--- src/rtl/ahb_pkg.sv ---
// Shared AHB-Lite definitions: transfer types, response codes, default-slave states, address map.
// Latency: n/a (constants and pure functions only).
// Backpressure: n/a.
package ahb_pkg;

    // HTRANS encodings
    localparam logic [1:0] HTRANS_IDLE   = 2'b00;
    localparam logic [1:0] HTRANS_BUSY   = 2'b01;
    localparam logic [1:0] HTRANS_NONSEQ = 2'b10;
    localparam logic [1:0] HTRANS_SEQ    = 2'b11;

    // HRESP encodings
    localparam logic HRESP_OKAY  = 1'b0;
    localparam logic HRESP_ERROR = 1'b1;

    // Default-slave FSM states
    typedef enum logic [1:0] {
        IDLE = 2'd0,
        ERR1 = 2'd1,
        ERR2 = 2'd2
    } def_state_t;

    localparam int NUM_SLAVES = 4;

    // Default address map
    localparam logic [31:0] S0_BASE_DEF = 32'h0000_0000;
    localparam logic [31:0] S0_MASK_DEF = 32'hFFFF_0000;
    localparam logic [31:0] S1_BASE_DEF = 32'h2000_0000;
    localparam logic [31:0] S1_MASK_DEF = 32'hFFFF_0000;
    localparam logic [31:0] S2_BASE_DEF = 32'h4000_0000;
    localparam logic [31:0] S2_MASK_DEF = 32'hFFFF_F000;
    localparam logic [31:0] S3_BASE_DEF = 32'h4000_1000;
    localparam logic [31:0] S3_MASK_DEF = 32'hFFFF_F000;

    // Region hit: masked address equals the region base.
    function automatic logic region_hit(
        input logic [31:0] addr,
        input logic [31:0] base,
        input logic [31:0] mask
    );
        return (addr & mask) == base;
    endfunction

    // Active transfer (NONSEQ or SEQ) -- IDLE and BUSY never need a response.
    function automatic logic trans_active(input logic [1:0] trans);
        return (trans == HTRANS_NONSEQ) || (trans == HTRANS_SEQ);
    endfunction

endpackage

--- src/rtl/ahb_default_slave.sv ---
// Default slave: answers unmapped active transfers with a two-cycle ERROR (ERR1 wait, ERR2 ready).
// Latency: ERROR starts the cycle after the sampling edge; ERR2 can chain straight into a new ERR1.
// Backpressure: only samples sel_default when HREADY=1; drives HREADYOUT=0 during ERR1.
//
// Ports:
//   HCLK, HRESETn  clock, async active-low reset
//   HREADY         bus ready (qualifies address-phase sampling)
//   sel_default    address phase is an unmapped NONSEQ/SEQ
//   HREADYOUT      default slave ready
//   HRESP          default slave response
module ahb_default_slave
    import ahb_pkg::*;
(
    input  logic HCLK,
    input  logic HRESETn,
    input  logic HREADY,
    input  logic sel_default,
    output logic HREADYOUT,
    output logic HRESP
);

    def_state_t r_state;
    def_state_t w_state_nxt;

    always_ff @(posedge HCLK or negedge HRESETn) begin
        if (!HRESETn) begin
            r_state <= IDLE;
        end else begin
            r_state <= w_state_nxt;
        end
    end

    always_comb begin
        w_state_nxt = r_state;
        HREADYOUT   = 1'b1;
        HRESP       = HRESP_OKAY;
        case (r_state)
            IDLE: begin
                if (HREADY && sel_default) begin
                    w_state_nxt = ERR1;
                end
            end
            ERR1: begin
                // First ERROR cycle holds the bus so the master can cancel its next transfer.
                HREADYOUT   = 1'b0;
                HRESP       = HRESP_ERROR;
                w_state_nxt = ERR2;
            end
            ERR2: begin
                HREADYOUT = 1'b1;
                HRESP     = HRESP_ERROR;
                // The edge ending ERR2 also samples the next address phase.
                if (HREADY && sel_default) begin
                    w_state_nxt = ERR1;
                end else begin
                    w_state_nxt = IDLE;
                end
            end
            default: begin
                w_state_nxt = IDLE;
            end
        endcase
    end

endmodule

--- src/rtl/ahb_decoder.sv ---
// AHB-Lite address decoder and data-phase response mux with a built-in default slave.
// Latency: HSEL is combinational; HSEL_D/DEF_SEL register on the HREADY=1 edge; response mux is combinational.
// Backpressure: HSEL_D/DEF_SEL hold while HREADY=0; HREADY follows the data-phase owner's HREADYOUT.
//
// Ports:
//   HCLK, HRESETn              clock, async active-low reset
//   HADDR, HTRANS              master address phase
//   HREADYOUT0..3, HRESP0..3   slave responses
//   HSEL                       address-phase one-hot select
//   HSEL_D                     data-phase one-hot select
//   HREADY, HRESP              muxed response to master / slaves
//   DEF_SEL                    default slave owns the data phase
module ahb_decoder
    import ahb_pkg::*;
#(
    parameter logic [31:0] S0_BASE = S0_BASE_DEF,
    parameter logic [31:0] S0_MASK = S0_MASK_DEF,
    parameter logic [31:0] S1_BASE = S1_BASE_DEF,
    parameter logic [31:0] S1_MASK = S1_MASK_DEF,
    parameter logic [31:0] S2_BASE = S2_BASE_DEF,
    parameter logic [31:0] S2_MASK = S2_MASK_DEF,
    parameter logic [31:0] S3_BASE = S3_BASE_DEF,
    parameter logic [31:0] S3_MASK = S3_MASK_DEF
) (
    input  logic        HCLK,
    input  logic        HRESETn,
    input  logic [31:0] HADDR,
    input  logic [1:0]  HTRANS,
    input  logic        HREADYOUT0,
    input  logic        HREADYOUT1,
    input  logic        HREADYOUT2,
    input  logic        HREADYOUT3,
    input  logic        HRESP0,
    input  logic        HRESP1,
    input  logic        HRESP2,
    input  logic        HRESP3,
    output logic [3:0]  HSEL,
    output logic [3:0]  HSEL_D,
    output logic        HREADY,
    output logic        HRESP,
    output logic        DEF_SEL
);

    logic [NUM_SLAVES-1:0] w_hit;
    logic [NUM_SLAVES-1:0] w_hsel;
    logic                  w_unmapped;
    logic                  w_sel_default;
    logic [NUM_SLAVES-1:0] w_slv_ready;
    logic [NUM_SLAVES-1:0] w_slv_resp;
    logic                  w_def_hreadyout;
    logic                  w_def_hresp;
    logic                  w_hready;
    logic                  w_hresp;
    logic [NUM_SLAVES-1:0] r_hsel_d;
    logic                  r_def_sel;

    // ------------------------------------------------------------------
    // Address decode (independent of HTRANS)
    // ------------------------------------------------------------------
    assign w_hit[0] = region_hit(HADDR, S0_BASE, S0_MASK);
    assign w_hit[1] = region_hit(HADDR, S1_BASE, S1_MASK);
    assign w_hit[2] = region_hit(HADDR, S2_BASE, S2_MASK);
    assign w_hit[3] = region_hit(HADDR, S3_BASE, S3_MASK);

    // Overlapping regions resolve to the lowest index so HSEL stays one-hot.
    always_comb begin
        w_hsel = '0;
        if (w_hit[0]) begin
            w_hsel = 4'b0001;
        end else if (w_hit[1]) begin
            w_hsel = 4'b0010;
        end else if (w_hit[2]) begin
            w_hsel = 4'b0100;
        end else if (w_hit[3]) begin
            w_hsel = 4'b1000;
        end
    end

    assign w_unmapped    = ~|w_hit;
    // Only active transfers to unmapped space need an ERROR; IDLE/BUSY get zero-wait OKAY.
    assign w_sel_default = w_unmapped & trans_active(HTRANS);

    assign HSEL = w_hsel;

    // ------------------------------------------------------------------
    // Data-phase select register
    // ------------------------------------------------------------------
    always_ff @(posedge HCLK or negedge HRESETn) begin
        if (!HRESETn) begin
            r_hsel_d  <= '0;
            r_def_sel <= 1'b0;
        end else if (w_hready) begin
            r_hsel_d  <= w_hsel;
            r_def_sel <= w_sel_default;
        end
    end

    assign HSEL_D  = r_hsel_d;
    assign DEF_SEL = r_def_sel;

    // ------------------------------------------------------------------
    // Default slave
    // ------------------------------------------------------------------
    ahb_default_slave u_default_slave (
        .HCLK        (HCLK),
        .HRESETn     (HRESETn),
        .HREADY      (w_hready),
        .sel_default (w_sel_default),
        .HREADYOUT   (w_def_hreadyout),
        .HRESP       (w_def_hresp)
    );

    // ------------------------------------------------------------------
    // Response mux
    // ------------------------------------------------------------------
    assign w_slv_ready = {HREADYOUT3, HREADYOUT2, HREADYOUT1, HREADYOUT0};
    assign w_slv_resp  = {HRESP3, HRESP2, HRESP1, HRESP0};

    // DEF_SEL tracks the FSM being in ERR1/ERR2 exactly, and is exclusive with HSEL_D,
    // so it can take priority. No owner means a zero-wait OKAY.
    always_comb begin
        w_hready = 1'b1;
        w_hresp  = HRESP_OKAY;
        if (r_def_sel) begin
            w_hready = w_def_hreadyout;
            w_hresp  = w_def_hresp;
        end else begin
            for (int i = 0; i < NUM_SLAVES; i++) begin
                if (r_hsel_d[i]) begin
                    w_hready = w_slv_ready[i];
                    w_hresp  = w_slv_resp[i];
                end
            end
        end
    end

    assign HREADY = w_hready;
    assign HRESP  = w_hresp;

endmodule

--- config.mk ---
export PLATFORM = sky130hd
export DESIGN_NAME = ahb_decoder
export DESIGN_NICKNAME = d
export VERILOG_FILES = /design/src/rtl/ahb_pkg.sv /design/src/rtl/ahb_default_slave.sv /design/src/rtl/ahb_decoder.sv
export SDC_FILE = /design/constraint.sdc
export NUM_CORES = 1
export LEC_CHECK = 0
export BUFFER_PORTS_ARGS = -buffer_cell sky130_fd_sc_hd__buf_2
export CAP_MARGIN = 20
export CORE_MARGIN = 8
export CORE_UTILIZATION = 35
export CTS_CLUSTER_DIAMETER = 200
export CTS_CLUSTER_SIZE = 24
export DETAILED_ROUTE_END_ITERATION = 8
export PLACE_DENSITY = 0.82
export SYNTH_ARGS = -nofsm -noshare
export SYNTH_HDL_FRONTEND = slang
export SYNTH_SLANG_ARGS = --single-unit
--- constraint.sdc ---
create_clock -name HCLK -period 1.9 [get_ports HCLK]
set_clock_uncertainty 0.2 [all_clocks]
set_input_delay 0.285 -clock HCLK [delete_from_list [all_inputs] [get_ports HCLK]]
set_output_delay 0.285 -clock HCLK [all_outputs]
set_load 0.02 [all_outputs]
==> Word level (Yosys, flattened, before mapping) <==
Index checks and enable logic that the tools add are counted.
{ "classes": {"eq_ne": 8, "n_reduce_logical": 7, "n_mux": 19, "bitwise": 1} }
{ "op_table": {"columns": ["op", "count"], "rows": [
  ["20-bit by 19-bit == test with 1-bit output, second input constant", 2],
  ["32-bit logical NOT", 1],
  ["16-bit by 14-bit == test with 1-bit output, second input constant", 1],
  ["4-bit 2-to-1 mux", 4],
  ["1-bit 2-to-1 mux", 13],
  ["2-bit == test, second input constant", 3],
  ["2-bit one-hot mux with 3 select lines", 1],
  ["4-bit OR reduction", 1],
  ["2-bit by 1-bit == test with 1-bit output, second input constant", 1],
  ["2-bit logical NOT", 1],
  ["2-bit 2-to-1 mux", 1],
  ["2-bit by 1-bit inequality test with 1-bit output, second input constant", 1],
  ["2-bit OR reduction", 1],
  ["1-bit bitwise AND", 1],
  ["1-bit logical AND", 1],
  ["1-bit logical NOT", 1],
  ["1-bit logical OR", 1]
]} }
{ "word_totals": {"wordCells": 38, "reg_bits": 7, "output_inout_bits": 11, "inputBits": 44} }

==> Logic depth before layout (Yosys ltp) <==
{ "logic_depth": {"depth_word": 8, "ltp_mapped": 6, "ltp_nobuf": 6} }

==> By module <==
From an unflattened synthesis, not the netlist that was laid out.
{ "unflattened": {"hier_cells": 58, "area_unflattened_um2": 554.3} }
{ "modules_own_cells": {"columns": ["module", "cells_each", "seq_area_each_um2", "area_per_inst_um2", "instances"], "rows": [
  ["ahb_decoder", 42, 125.1, 377.9, 1],
  ["ahb_default_slave", 16, 50.0, 176.4, 1]
]} }

==> Least setup slack after synthesis <==
OpenSTA, ideal clock, no wires.
{ "synth_path": {"kind": "register to output", "startpoint": "reg r_hsel_d[1] (netlist: HSEL_D[1])", "endpoint": "out HRESP", "n_path_buf": 0, "path_stages_with_launch": 6, "path_slack_ns": -0.023, "required_ns": 1.415, "arrival_ns": 1.438, "cell_sequence": "dfrtp_1 > and2b_2 > a221oi_1 > nor3_1 > a21oi_1 > o21ai_0"} }
{ "synth_via": {"elab_chain_len": 4} }
{ "synth_lines": {"columns": ["item", "line_no", "rtl"], "rows": [
  ["start: declaration", "ahb_decoder.sv:54", "logic [NUM_SLAVES-1:0] r_hsel_d;"],
  ["start signal: assignment", "ahb_decoder.sv:93", "r_hsel_d <= w_hsel;"],
  ["1-bit 2-to-1 mux (3 in series)", "ahb_decoder.sv:129", "if (r_hsel_d[i]) begin"],
  ["1-bit 2-to-1 mux", "ahb_decoder.sv:124", "if (r_def_sel) begin"],
  ["end: declaration", "ahb_decoder.sv:40", "output logic HRESP,"]
]} }
No other way between the ends.

==> Final worst setup path <==
Ends and elaborated chain as after synthesis.

==> results.toml <==
[final_layout]
nets = 164
drive_gt1_share_pct = 75.4
stdcell_area_um2 = 1070
fillers = 142
syn_to_final_growth_pct = 82.1
postLayoutCoreUtil_pct = 64.8
diodes = 0

[detailed_routing]
ant_nets = 0
dr.pass1.iters = 3
dr.first_iter.drc_count = 1
via_count = 662
wl_per_cell_um = 15.1
avgViaCountPerCell = 5.05
wl_um = 1980
drc_errors = 0

[logic_synthesis]
syn_inst = 55
ys_ff_latch = 7
synth_cell_types = 26
ys_seq_area_share_pct = 29.8
synth_edf_count = 0
ys.flop_type = "dfrtp_1"
synth_area_um2 = 588
syn-num-nets = 104
yosys-top-cells-area = "dfrtp_1 30%, ha_1 11%, nor4_2 6.4%"
yosysTopAreaCellShare_pct = 29.8
synth_area_per_cell_um2 = 10.7
synth_most_common_cell = "dfrtp_1"
yosys.area.top_type = "dfrtp_1"
synthArstFlopShare_pct = 100
ys_warn_count = 0
synth_common_cells = "7 x dfrtp_1, 6 x inv_1, 5 x ha_1, 4 x nand2_1, 4 x nor3_1"

[die]
core_area_um2 = 1650
io_pins = 55
rows = 15
dieWidth_um = 57.0
die_y_um = 57.0
start_util_pct = 35.6
dieArea_um2 = 3250

[setup_path]
worstPathRequired_ns = 1.41
cpPeakStageDelay_ns = 0.39
worstSetupPathType = "register to output pin"
end_kind = "output pin"
r2r_setup_slack_ns = -0.01
reg2reg_depth = 6
worstPathArrival_ns = 1.47
crit_slowest_cell = "dfrtp_2"
rr_startpoint = "HSEL_D[0]$_DFFE_PN0P_"
crit_chain = "and2b_2 -> a221oi_2 -> nor3_1 -> a21oi_1 -> o21ai_1 -> buf_4"
timing.rr.end = "u_default_slave.r_state[1]$_DFFE_PN0P_"
cp_max_fo = 5
path_buf_inv = 1
critPathTopFamily = "flip-flops"
crit_path_start_kind = "register"

[hold_path]
min_path_type = "primary input to async pin"

[clock_tree]
clk_pin_slew_ns = 0.05
insertion_delay_ns = 0.24
htree_num_levels = 1
cts_buffer_depth = 2
cts_tree = "built"
cts_buffers = 3
cts.sinks = 7
root_buffer = "clkbuf_4"

[placement]
dpl_cell_area_um2 = 830
dpl.hpwl_um = 1500
place.gp.congestion = 0.723
port_buffers = 41

[sta]
period_share_pct = 103
fin_setup_tns_ns = -0.115
timing.fmax_mhz = 513
worst_pin_slew_ns = 0.315
setup_viol = 3
rsz0062_at_grt = "yes"
slew_viol_final = 0
fin_crit_ns = 1.95
relSlewSlack_pct = 78.9
finalHoldViolCount = 0
finalWorstSetupSlack_ns = -0.0509

[global_route]
grt_max_degree = 8
grt_use_total_pct = 10.5
grt_pass1_vias = 690
grt_first_pass_wirelength_um = 2790
grt_antenna_before_repair = 0
overflow = 0

[pwr]
vdd.ir_drop.worst_uv = 553
p_leak_nw = 0.538
power_uw = 793
power_density_nw_per_um2 = 741

[outcome]
status = "finished with violations"
violations = "setup timing"

[run]
cap_viol_max_count = 0
-- worst max-delay path by stage --
stage	cells past startpoint	slack [ns]	to	start
floorplan	4	0.02	HSEL_D[1]$_DFFE_PN0P_	HADDR[20]
global placement	5	0.005	HSEL[1]	HADDR[20]
detailed placement	5	0.01	HSEL[2]	HADDR[20]
CTS	6	-0.09	HRESP	HSEL_D[1]$_DFFE_PN0P_
global route	6	-0.17	HRESP	HSEL_D[1]$_DFFE_PN0P_
finish	6	-0.05	HRESP	HSEL_D[1]$_DFFE_PN0P_
-- layout make-up --
class / count / area (µm²) / area share, %
Sequential cell: 7 / 180 / 16.8
Multi-Input combinational cell: 41 / 489 / 45.7
Inverter: 7 / 26.3 / 2.45
Tap cell: 17 / 21.3 / 1.99
Clock buffer: 4 / 26.3 / 2.45
Timing Repair Buffer: 55 / 328 / 30.6
-- report_power, final --
group          switching, mW  internal, mW
Clock                 0.0501        0.0798
Combinational          0.223         0.225
Sequential            0.0382         0.177
-- placed cells by master (no fill, tap or decap), drive strengths merged --
cell         count
dlygate4sd3      1
nor2b            3
a21oi            1
nor2             1
inv              7
nor3             4
clkbuf           4
ha               5
a2111oi          1
and2b            1
nand2            4
a221oi           1
nor3b            2
mux2             5
dfrtp            7
o311ai           1
or2              1
nand4            1
nor4             4
o31ai            1
buf             54
a31o             1
a211oi           1
o21ai            3
-- per-layer routing --
metal	routed length [µm]	global-route usage [%]	up-vias
met5	0	0	-
met4	0	5.03	0
met3	140	4.66	0
met2	999	16.6	38
met1	843	11.7	305
li1	-	-	319
-- sequential cells by signal (all words and copies together) (netlist names) --
signal,cells
HSEL_D,4
u_default_slave.r_state,2
DEF_SEL,1
-- per-stage QoR --
| step | hold slack [ns] | cells | worst slack [ns] |
|---|---|---|---|
| after global placement | -0.0803 | 115 | 0.00543 |
| after detailed placement | -0.0756 | 115 | 0.0114 |
| after CTS | 0.200 | 124 | -0.0865 |
| after global routing | 0.223 | 131 | -0.167 |
| final | 0.201 | 131 | -0.0509 |
| after floorplan | -0.211 | 55 | 0.0182 |
-- repair_timing --
action,CTS,global route
resized for setup,2,25
setup endpoints to repair,2,8
buffers inserted,4,7
endpoints found under the hold margin,7,0
gates cloned,0,0
pin swaps,2,5
hold buffers,1,0
-- cell families after synthesis --
logic type / share of synthesized area [%]
flops: 29.8
buf+inv: 4.47
simple gates: 24.5
fa+ha+maj: 10.6
mux: 10.2
compound gates: 20.4
(Power assumes the default switching activity.)
